File: src/rtl/spi_pkg.sv
// Shared SPI definitions: master FSM state encoding and the default half-period divider.
// The slave-side bench imports the same package.
package spi_pkg;

    localparam int unsigned CLK_DIV_DEFAULT = 4;

    typedef logic [2:0] spi_state_t;

    localparam spi_state_t ST_IDLE  = 3'd0;
    localparam spi_state_t ST_SETUP = 3'd1;
    localparam spi_state_t ST_HIGH  = 3'd2;
    localparam spi_state_t ST_LOW   = 3'd3;
    localparam spi_state_t ST_GAP   = 3'd4;

endpackage

File: src/rtl/spi_clk_div.sv
// Half-period tick generator: o_tick pulses on the last of every CLK_DIV enabled cycles.
// The count restarts from zero whenever i_en drops and after every tick.
module spi_clk_div
    import spi_pkg::*;
#(
    parameter int unsigned CLK_DIV = CLK_DIV_DEFAULT
) (
    input  logic clk,
    input  logic rst,
    input  logic i_en,
    output logic o_tick
);

    localparam int unsigned     CNT_W    = (CLK_DIV > 1) ? $clog2(CLK_DIV) : 1;
    localparam logic [CNT_W-1:0] CNT_LAST = CNT_W'(CLK_DIV - 1);

    logic [CNT_W-1:0] cnt_q, cnt_d;

    assign o_tick = i_en && (cnt_q == CNT_LAST);

    // NOTE: every variable assigned in always_comb gets a default first, so no path infers a latch.
    always_comb begin
        cnt_d = cnt_q + CNT_W'(1);
        if (!i_en || o_tick) begin
            cnt_d = '0;
        end
    end

    // NOTE: sequential state uses non-blocking assignments only.
    always_ff @(posedge clk or posedge rst) begin
        if (rst) begin
            cnt_q <= '0;
        end else begin
            cnt_q <= cnt_d;
        end
    end

endmodule

File: src/rtl/spi_master_tx.sv
// SPI mode-0 transmit-only master: one holding byte ahead of an 8-bit shifter, MSB first.
// Every pin comes straight from a flop; back-to-back bytes keep CS low with no clock gap.
module spi_master_tx
    import spi_pkg::*;
#(
    parameter int unsigned CLK_DIV = CLK_DIV_DEFAULT
) (
    input  logic       clk,
    input  logic       rst,
    input  logic [7:0] i_data,
    input  logic       i_w_en,
    output logic       o_rdy,
    output logic       o_busy,
    output logic       o_CLK,
    output logic       o_MOSI,
    output logic       o_CS_n
);

    spi_state_t state_q, state_d;
    logic [7:0] hold_q, hold_d;
    logic       rdy_q, rdy_d;
    logic [7:0] shift_q, shift_d;
    logic [2:0] bit_cnt_q, bit_cnt_d;
    logic       sclk_q, sclk_d;
    logic       cs_n_q, cs_n_d;
    logic       busy_q, busy_d;
    logic       div_en;
    logic       tick;

    assign div_en = (state_q != ST_IDLE);

    spi_clk_div #(
        .CLK_DIV (CLK_DIV)
    ) u_clk_div (
        .clk    (clk),
        .rst    (rst),
        .i_en   (div_en),
        .o_tick (tick)
    );

    always_comb begin
        state_d   = state_q;
        hold_d    = hold_q;
        rdy_d     = rdy_q;
        shift_d   = shift_q;
        bit_cnt_d = bit_cnt_q;
        sclk_d    = sclk_q;
        cs_n_d    = cs_n_q;

        // Accept and drain are exclusive: accept needs rdy_q=1, drain needs rdy_q=0.
        if (i_w_en && rdy_q) begin
            hold_d = i_data;
            rdy_d  = 1'b0;
        end

        case (state_q)
            ST_IDLE: begin
                if (!rdy_q) begin
                    shift_d   = hold_q;
                    rdy_d     = 1'b1;
                    cs_n_d    = 1'b0;
                    sclk_d    = 1'b0;
                    bit_cnt_d = 3'd0;
                    state_d   = ST_SETUP;
                end
            end
            ST_SETUP, ST_LOW: begin
                if (tick) begin
                    sclk_d  = 1'b1;
                    state_d = ST_HIGH;
                end
            end
            ST_HIGH: begin
                if (tick) begin
                    sclk_d    = 1'b0;
                    bit_cnt_d = bit_cnt_q + 3'd1;
                    if (bit_cnt_q != 3'd7) begin
                        shift_d = {shift_q[6:0], 1'b0};
                        state_d = ST_LOW;
                    end else if (!rdy_q) begin
                        shift_d = hold_q;
                        rdy_d   = 1'b1;
                        state_d = ST_LOW;
                    end else begin
                        state_d = ST_GAP;
                    end
                end
            end
            ST_GAP: begin
                if (tick) begin
                    cs_n_d  = 1'b1;
                    state_d = ST_IDLE;
                end
            end
            default: begin
                sclk_d  = 1'b0;
                cs_n_d  = 1'b1;
                state_d = ST_IDLE;
            end
        endcase

        busy_d = ~cs_n_d;
    end

    always_ff @(posedge clk or posedge rst) begin
        if (rst) begin
            state_q   <= ST_IDLE;
            hold_q    <= '0;
            rdy_q     <= 1'b1;
            shift_q   <= '0;
            bit_cnt_q <= '0;
            sclk_q    <= 1'b0;
            cs_n_q    <= 1'b1;
            busy_q    <= 1'b0;
        end else begin
            state_q   <= state_d;
            hold_q    <= hold_d;
            rdy_q     <= rdy_d;
            shift_q   <= shift_d;
            bit_cnt_q <= bit_cnt_d;
            sclk_q    <= sclk_d;
            cs_n_q    <= cs_n_d;
            busy_q    <= busy_d;
        end
    end

    assign o_rdy  = rdy_q;
    assign o_busy = busy_q;
    assign o_CLK  = sclk_q;
    assign o_MOSI = shift_q[7];
    assign o_CS_n = cs_n_q;

endmodule
File: config.mk
export PLATFORM = sky130hd
export DESIGN_NAME = spi_master_tx
export DESIGN_NICKNAME = d
export VERILOG_FILES = /design/src/rtl/spi_pkg.sv /design/src/rtl/spi_clk_div.sv /design/src/rtl/spi_master_tx.sv
export SDC_FILE = /design/constraint.sdc
export NUM_CORES = 1
export LEC_CHECK = 0
export ABC_AREA = 1
export CORE_MARGIN = 4
export CORE_UTILIZATION = 50
export DETAILED_ROUTE_END_ITERATION = 8
export PLACE_DENSITY = 0.79
export SLEW_MARGIN = 20
export SYNTH_ARGS = -nofsm -noshare
export SYNTH_HDL_FRONTEND = slang
export SYNTH_SLANG_ARGS = --single-unit
File: constraint.sdc
create_clock -name clk -period 1.6 [get_ports clk]
set_input_delay 0.24 -clock clk [delete_from_list [all_inputs] [get_ports clk]]
set_output_delay 0.24 -clock clk [all_outputs]
set_load 0.01 [all_outputs]
Word level (Yosys, flattened, before mapping)
Index checks and enable logic that the tools add are counted.
Widths: inputs -> output; s select.
{ "word_totals": {"ram_bits": 0, "in_bits": 11, "reg_bits": 28, "mem_count": 0, "latch_bits": 0, "elab_cells": 63, "out_inout_bits": 5, "rom_bits": 0} }
{ "op_classes": {"multipliers": 0, "order_cmp": 0, "n_shift": 0, "div": 0, "reduce_logical": 13, "add_sub_neg": 2, "n_eq_ne": 10, "muxes": 27, "bitwise": 2} }
{ "ops": {"columns": ["cell", "n"], "rows": [
  ["$mux 3", 8],
  ["$mux 8", 3],
  ["$pmux 8 s2", 1],
  ["$pmux 3 s4", 1],
  ["$mux 1", 9],
  ["$reduce_and 4->1", 2],
  ["$eq 3x2->1 const B", 2],
  ["$ne 2x1->1 const B", 3],
  ["$pmux 3 s2", 1],
  ["$pmux 1 s4", 1],
  ["$add 3x1->3 const B", 1],
  ["$eq 3x1->1 const B", 1],
  ["$eq 3x3->1 const B", 1],
  ["$logic_not 3->1", 1],
  ["$ne 3x3->1 const B", 1],
  ["$pmux 1 s3", 1],
  ["$reduce_and 3->1", 1],
  ["$reduce_bool 3->1", 1],
  ["$reduce_or 3->1", 1],
  ["$add 2x1->2 const B", 1],
  ["$eq 2x2->1 const B", 1],
  ["$logic_and 1x1->1", 2],
  ["$mux 2", 1],
  ["$ne 2x2->1 const B", 1],
  ["other kinds (7)", 8]
]} }

Longest topological paths before layout
Gate-level depths: netlist of the first run.
{ "depth": {"word_depth": 6, "mapped_depth": 8, "ltp_nobuf": 8} }

Modules after synthesis
From an unflattened synthesis of the first run, not the netlist that was laid out.
{ "hier_totals": {"cells_unflattened": 178, "area_unflattened_um2": 1510.2} }
{ "by_module_without_submodules": {"columns": ["module", "seq_area_each_um2", "area_per_inst_um2", "cells_per_inst", "instances"], "rows": [
  ["spi_master_tx", 653.1, 1417.6, 167, 1],
  ["spi_clk_div", 50.0, 92.6, 11, 1]
]} }

Worst setup path before layout of the first run
No wires, ideal clock.
{ "synth_path": {"path_type": "register to register", "start": "register bit_cnt_q[0]", "end": "register shift_q[1]", "n_path_buf": 0, "setup_ps": 117, "setup_slack_ps": 214, "synth_period_minus_slack_ps": 1386, "stages_incl_launch_ff": 8, "arrival_time_ps": 1268, "required_time_ps": 1483, "path_cell_list": "dfrtp_1 > ha_1 > ha_1 > clkinv_1 > nand3_1 > nand3_1 > nand3_1 > nand2_1"} }
{ "synth_between": {"elab_chain_len": 4} }
{ "synth_lines": {"columns": ["item", "line", "source"], "rows": [
  ["from (decl)", "spi_master_tx.sv:23", "logic [2:0] bit_cnt_q, bit_cnt_d;"],
  ["from (signal assigned)", "spi_master_tx.sv:120", "bit_cnt_q <= bit_cnt_d;"],
  ["$ne 3x3->1", "spi_master_tx.sv:77", "if (bit_cnt_q != 3'd7) begin"],
  ["$mux 8", "spi_master_tx.sv:77", null],
  ["$mux 8", "spi_master_tx.sv:74", "if (tick) begin"],
  ["$pmux 8 s2", "spi_master_tx.sv:56", "case (state_q)"],
  ["to (signal assigned)", "spi_master_tx.sv:119", "shift_q <= shift_d;"],
  ["to (decl)", "spi_master_tx.sv:22", "logic [7:0] shift_q, shift_d;"]
]} }
No other way between the ends. The select of a mux whose other input is x is not followed.
A chain may end at the register's enable or synchronous reset.

Worst setup path after layout of the first run
{ "layout_path": {"start": "register shift_q[7]", "end": "output port o_MOSI"} }
{ "layout_rtl": {"columns": ["item", "line", "source"], "rows": [
  ["to (decl)", "spi_master_tx.sv:15", "output logic o_MOSI,"]
]} }
No word-level cell between the ends.

==> impl_metrics.ini, run 1 <==
[critical_path]
r2r-end = shift_q[0]
critical_path.max_fanout = 3
slowest_delay_ps = 550
crit_start = shift_q[7]
r2r_cells = 7
cp-end-kind = output pin
crit_cells = 1
start_kind = register
r2r_setup_slack_ps = 150
slowest_stage = clkdlybuf4s50_1
crit_type = register to output pin
critPathTopFamily = buffers and inverters
required_ps = 1360
worst-path-buf-inv = 1
path_cells = clkdlybuf4s50_1
worstPathArrival_ps = 1300
r2r_start = bit_cnt_q[0]

[pwr]
pwr_density_cell_mw_per_mm2 = 879.6
leakage_nw = 0.8474
p_sw_share_pct = 23.39
peakVddDrop_v = 0.0007923
internal_power_mw = 1.160
pwr-share-seq_pct = 54.7
combPwrFrac_pct = 14.3
p_switching_mw = 0.3542
clkPwrFrac_pct = 31.1

[detailed_routing]
drt_iter0_drc = 35
drt-vias-per-instance = 5.350
ant_nets = 0
first_pass_iters = 4
drc_errors = 0
wl_um = 2976
post_drt_wl_per_cell_um = 13.17
num_vias = 1209

[clock_network]
clockBufferDepth = 2
clk_pin_slew_ps = 160
clock_latency_ps = 340
cts_tree = yes
ctsHoldBuffers = 0
cts_root_buffer = clkbuf_4
clkSinkCount = 28
numCtsBuffers = 3
h-tree-depth = 1

[place]
place.gp.congestion = 0.8383
placed_cell_area_mm2 = 0.001659
numPortBuffers = 15
hpwlAfterDp_um = 2141

[yosys]
synth_nets = 187
synthesis.area_mm2 = 0.001450
syn_inst = 173
synth_area_per_cell_um2 = 8.382
ys_seq_area_share_pct = 48.49
synthDominantCellAreaShare_pct = 44.87
synth_top_cells_by_count = nand2_1, dfrtp_1, nand3_1
yosysTopAreaCell = dfrtp_1
synth_seq_cells = 28
synth.area.top_cells = dfrtp_1, nand2_1, nand3_1, mux2_2, inv_1
ys_types = 21
yosysWarnings = 0
synth_most_common_cell = nand2_1
synthArstFlopShare_pct = 100.0
ys.flop_type = dfrtp_1
synth-edff-count = 0

[sta]
max_freq_ghz = 0.6512
period_minus_slack_ps = 1536
finClkSkew_ps = 17.10
finalSetupTns_ps = 0
period_share_pct = 95.98
grt_setup_unrepaired = no
worst_pin_slew_ps = 402.7
finalHoldViolCount = 0
finalMaxSlewViolations = 0
relSlewSlack_pct = 73.15
holdWs_ps = 237.6
finalSetupViolations = 0

[global_route]
grt_usage_pct = 18.14
grt_pass1_wl_um = 5078
grt_max_degree = 29
grt_remaining_overflow = 0
grt_pass1_vias = 1156
antenna_found_initial = 0

[finish]
fill_cells = 215
n_antenna_cell = 0
drive_gt1_share_pct = 14.36
fin_nets = 210
area_growth_pct = 18.72
fin_area_mm2 = 0.001722
fin_util_pct = 62.43

[floorplan]
start_util_pct = 52.59
io_pins = 16
fp.coreArea_mm2 = 0.002758
die_y_um = 61.86
die_area_mm2 = 0.003826
chipWidth_um = 61.86
row_count = 19

[flow_run]
max-cap-violations = 0

[status]
outcome = completed

[min_path]
hold_class = primary input to async pin
## worst max-delay path by stage
stage / endpoint / slack, ps
3_3_place_gp: hold_q[2] / 200
2_1_floorplan: shift_q[1] / 210
3_5_place_dp: shift_q[1] / 140
5_1_grt: state_q[0] / 2
4_1_cts: o_MOSI / 60
6_report: o_MOSI / 60
## layout by cell type, fill, tap and decap left out, types with 3 or more instances in the layout
cell type        count
nand2_1             56
dfrtp_1             26
nand3_1             24
inv_1               18
clkdlybuf4s50_1     13
nand4_1              9
mux2_2               8
nor2_1               7
buf_4                6
o21ai_0              5
ha_1                 3
clkbuf_4             3
## flip-flops by register name (all words and copies together), names as in the netlist
name and flops:
hold_q 8, shift_q 8, bit_cnt_q 3, state_q 3, u_clk_div.cnt_q 2, o_CLK 1
o_CS_n 1, o_busy 1, o_rdy 1
## tightest hold or removal path, stage by stage
cell	delay [ps]
clkdlybuf4s50_1	390
inv_1	50
buf_4	320
## per-layer routing
| layer | global-route usage [%] | share of wire [%] | up-vias |
|---|---|---|---|
| li1 | - | - | 611 |
| met1 | 23.25 | 46 | 569 |
| met2 | 30.34 | 49 | 25 |
| met3 | 3.099 | 3.2 | 4 |
| met4 | 7.576 | 1.7 | 0 |
| met5 | 0 | 0 | - |
## stage by stage
stage                     power [mW]  std cells  setup slack, ps
after floorplan               0.9781        173            214.2
after global placement         1.043        221            199.7
after detailed placement       1.057        221            141.9
after CTS                      1.518        226            63.93
after global routing           1.585        226            1.974
final                          1.514        226            64.30
## cells by family (layout without fill, tap and decap cells)
kind of cell    count (synthesis)  in the layout  synth area share [%]
compound gates                  8              8                 3.538
simple gates                  101            101                 32.10
buf+inv                        25             47                 7.075
mux                             8              8                 6.213
flops                          28             28                 48.49
fa+ha+maj                       3              3                 2.589
## final cells by class
type                            instances  area [µm²]  share of cell area (%)
Clock inverter                          1       30.03                   1.744
Multi-Input combinational cell        120       649.4                   37.72
Clock buffer                            3       22.52                   1.308
Tap cell                               31       38.79                   2.253
Timing Repair Buffer                   21       192.7                   11.19
Sequential cell                        28       703.2                   40.84
Inverter                               22       85.08                   4.942
## repair_timing
item	in CTS	in global routing
setup endpoints to repair	2	7
pin swaps	0	0
buffers inserted	1	0
resized for setup	2	1
## power groups by stage
| stage | clock network [mW] | logic (mW) | registers (mW) |
|---|---|---|---|
| detailed placement | 0 | 0.209 | 0.847 |
| global placement | 0 | 0.204 | 0.839 |
| global route | 0.502 | 0.244 | 0.839 |
| finish | 0.471 | 0.216 | 0.828 |
| CTS | 0.474 | 0.216 | 0.828 |
| floorplan | 0 | 0.151 | 0.827 |
Note: power is estimated with default switching activity, not from simulation.
==> inputs of run 2 (changes only) <==
--- a/config.mk
+++ b/config.mk
@@ -8,8 +8,7 @@
 export ABC_AREA = 1
 export CORE_MARGIN = 4
-export CORE_UTILIZATION = 50
+export CORE_UTILIZATION = 55
 export DETAILED_ROUTE_END_ITERATION = 8
-export PLACE_DENSITY = 0.79
-export SLEW_MARGIN = 20
+export PLACE_DENSITY = 0.85
 export SYNTH_ARGS = -nofsm -noshare
 export SYNTH_HDL_FRONTEND = slang
==> constraint.sdc (replaced) <==
create_clock -name clk -period 1.6 [get_ports clk]
set_input_delay 0.16 -clock clk [delete_from_list [all_inputs] [get_ports clk]]
set_output_delay 0.16 -clock clk [all_outputs]
set_load 0.01 [all_outputs]
==> impl_metrics.ini, run 2 (synthesis gave the netlist of run 1 again) <==
[critical_path]
crit_cells = 7
critPathTopFamily = flip-flops
r2r_cells = 7
r2r_start = bit_cnt_q[0]
critical_path.max_fanout = 8
slowest_stage = dfrtp_1
worstPathArrival_ps = 1700
worst-path-buf-inv = 2
cp-endpoint = shift_q[2]
crit_type = register to register
path_cells = ha_1, ha_1, clkinv_1, buf_4, nand4_1, nand3_1, nand2_1
cp_common_cell = ha_1
required_ps = 1820
r2r-end = shift_q[2]
cp-end-kind = register
start_kind = register
slowest_delay_ps = 430
crit_start = bit_cnt_q[0]
r2r_setup_slack_ps = 130

[finish]
fin_nets = 210
final_common_cell = nand2_1
top_regs = hold_q (8), shift_q (8)
drive_gt1_share_pct = 14.36
fin_util_pct = 68.47
fill_cells = 176
n_antenna_cell = 0
area_growth_pct = 18.03
fin_cells = 225
final_cell_mix = nand2_1, dfrtp_1, nand3_1

[place]
dp_cells = 220
numPortBuffers = 15
place.gp.congestion = 0.8745
hpwlAfterDp_um = 2173

[sta]
finalHoldViolCount = 0
period_share_pct = 91.98
worst_pin_slew_ps = 358.7
max_freq_ghz = 0.6795
finClkSkew_ps = 11.44
grt_setup_unrepaired = no
period_minus_slack_ps = 1472
finalSetupTns_ps = 0
relSlewSlack_pct = 76.03
finalMaxSlewViolations = 0
finalSetupViolations = 0

[pwr]
clkPwrFrac_pct = 24.6
combPwrFrac_pct = 16.0
p_switching_mw = 0.3561
p_total_mw = 1.403
pwr_density_cell_mw_per_mm2 = 819.9
leakage_nw = 0.8667
peakVddDrop_v = 0.0008189
pwr-share-seq_pct = 59.4
internal_power_mw = 1.047
p_sw_share_pct = 25.37

[floorplan]
chipWidth_um = 59.35
row_count = 18
die_y_um = 59.35
io_pins = 16
die_area_mm2 = 0.003522
start_util_pct = 58.01
fp.coreArea_mm2 = 0.002500

[detailed_routing]
first_pass_iters = 4
drc_errors = 0
wl_um = 3050
num_vias = 1246
drt_iter0_drc = 41
ant_nets = 0
drt-vias-per-instance = 5.538
post_drt_wl_per_cell_um = 13.56

[clock_network]
ctsHoldBuffers = 0
clkSinkCount = 28
cts_tree = yes
clk_pin_slew_ps = 160
numCtsBuffers = 3
cts_root_buffer = clkbuf_4
clockBufferDepth = 2
h-tree-depth = 1
clock_latency_ps = 320

[flow_run]
max-cap-violations = 0

[global_route]
grt_usage_pct = 19.89
antenna_found_initial = 0
grt_max_degree = 29
grt_remaining_overflow = 0
grt_pass1_vias = 1187
grt_pass1_wl_um = 5333

[min_path]
hold_class = primary input to async pin

[status]
outcome = completed
==> run 2: metal layers <==
metal  track usage, %  up-vias  wire (µm)
met5                0        -          0
met4            5.825        0          8
met3            3.050        2        140
li1                 -      607          -
met2            33.70       38       1612
met1            26.29      599       1289
==> run 2: worst reg2reg max path, cell delays in order, from the launching register on <==
cell and delay, ps:
dfrtp_1 430, ha_1 210, ha_1 210, clkinv_1 80
buf_4 150, nand4_1 120, nand3_1 120, nand2_1 50
==> run 2: worst min-delay path by stage <==
stage / to / slack, ps / startpoint / cells past startpoint
global placement: u_clk_div.cnt_q[0] / 420 / u_clk_div.cnt_q[0] / 1
floorplan: bit_cnt_q[0] / 220 / rst / 1
CTS: u_clk_div.cnt_q[1] / 180 / rst / 3
global route: o_busy / 180 / rst / 3
finish: u_clk_div.cnt_q[1] / 160 / rst / 3
detailed placement: u_clk_div.cnt_q[0] / 430 / u_clk_div.cnt_q[0] / 1
==> run 2: per-stage QoR <==
stage | setup slack [ps] | instance area, µm² | hold slack (ps)
2_1_floorplan | 214.2 | 1450 | 223.9
3_5_place_dp | 140.1 | 1658 | 425.9
5_1_grt | 36.99 | 1712 | 182.3
4_1_cts | 5.314 | 1702 | 182.8
6_report | 128.3 | 1712 | 163.2
3_3_place_gp | 206.5 | 1658 | 418.5
==> run 2: area by class of cell <==
type	instances	area, µm²	share of cell area (%)
inverter	22	85.08	4.971
tap	30	37.54	2.193
clock buffer	4	36.28	2.120
multi-input combinational	120	649.4	37.94
sequential	28	703.2	41.08
timing repair buffer	21	200.2	11.70
==> run 2: power groups by stage <==
stage          logic (mW)  clock network [mW]  registers [mW]
6_report            0.224               0.345           0.834
5_1_grt             0.249               0.377           0.841
3_3_place_gp        0.204                   0           0.838
2_1_floorplan       0.151                   0           0.827
3_5_place_dp        0.216                   0           0.848
4_1_cts             0.225               0.346           0.831
==> run 2: what timing repair did <==
action	in CTS	in global routing
pin swaps	0	0
resized for setup	0	3
endpoints found under the setup margin	1	6
setup buffers	1	0
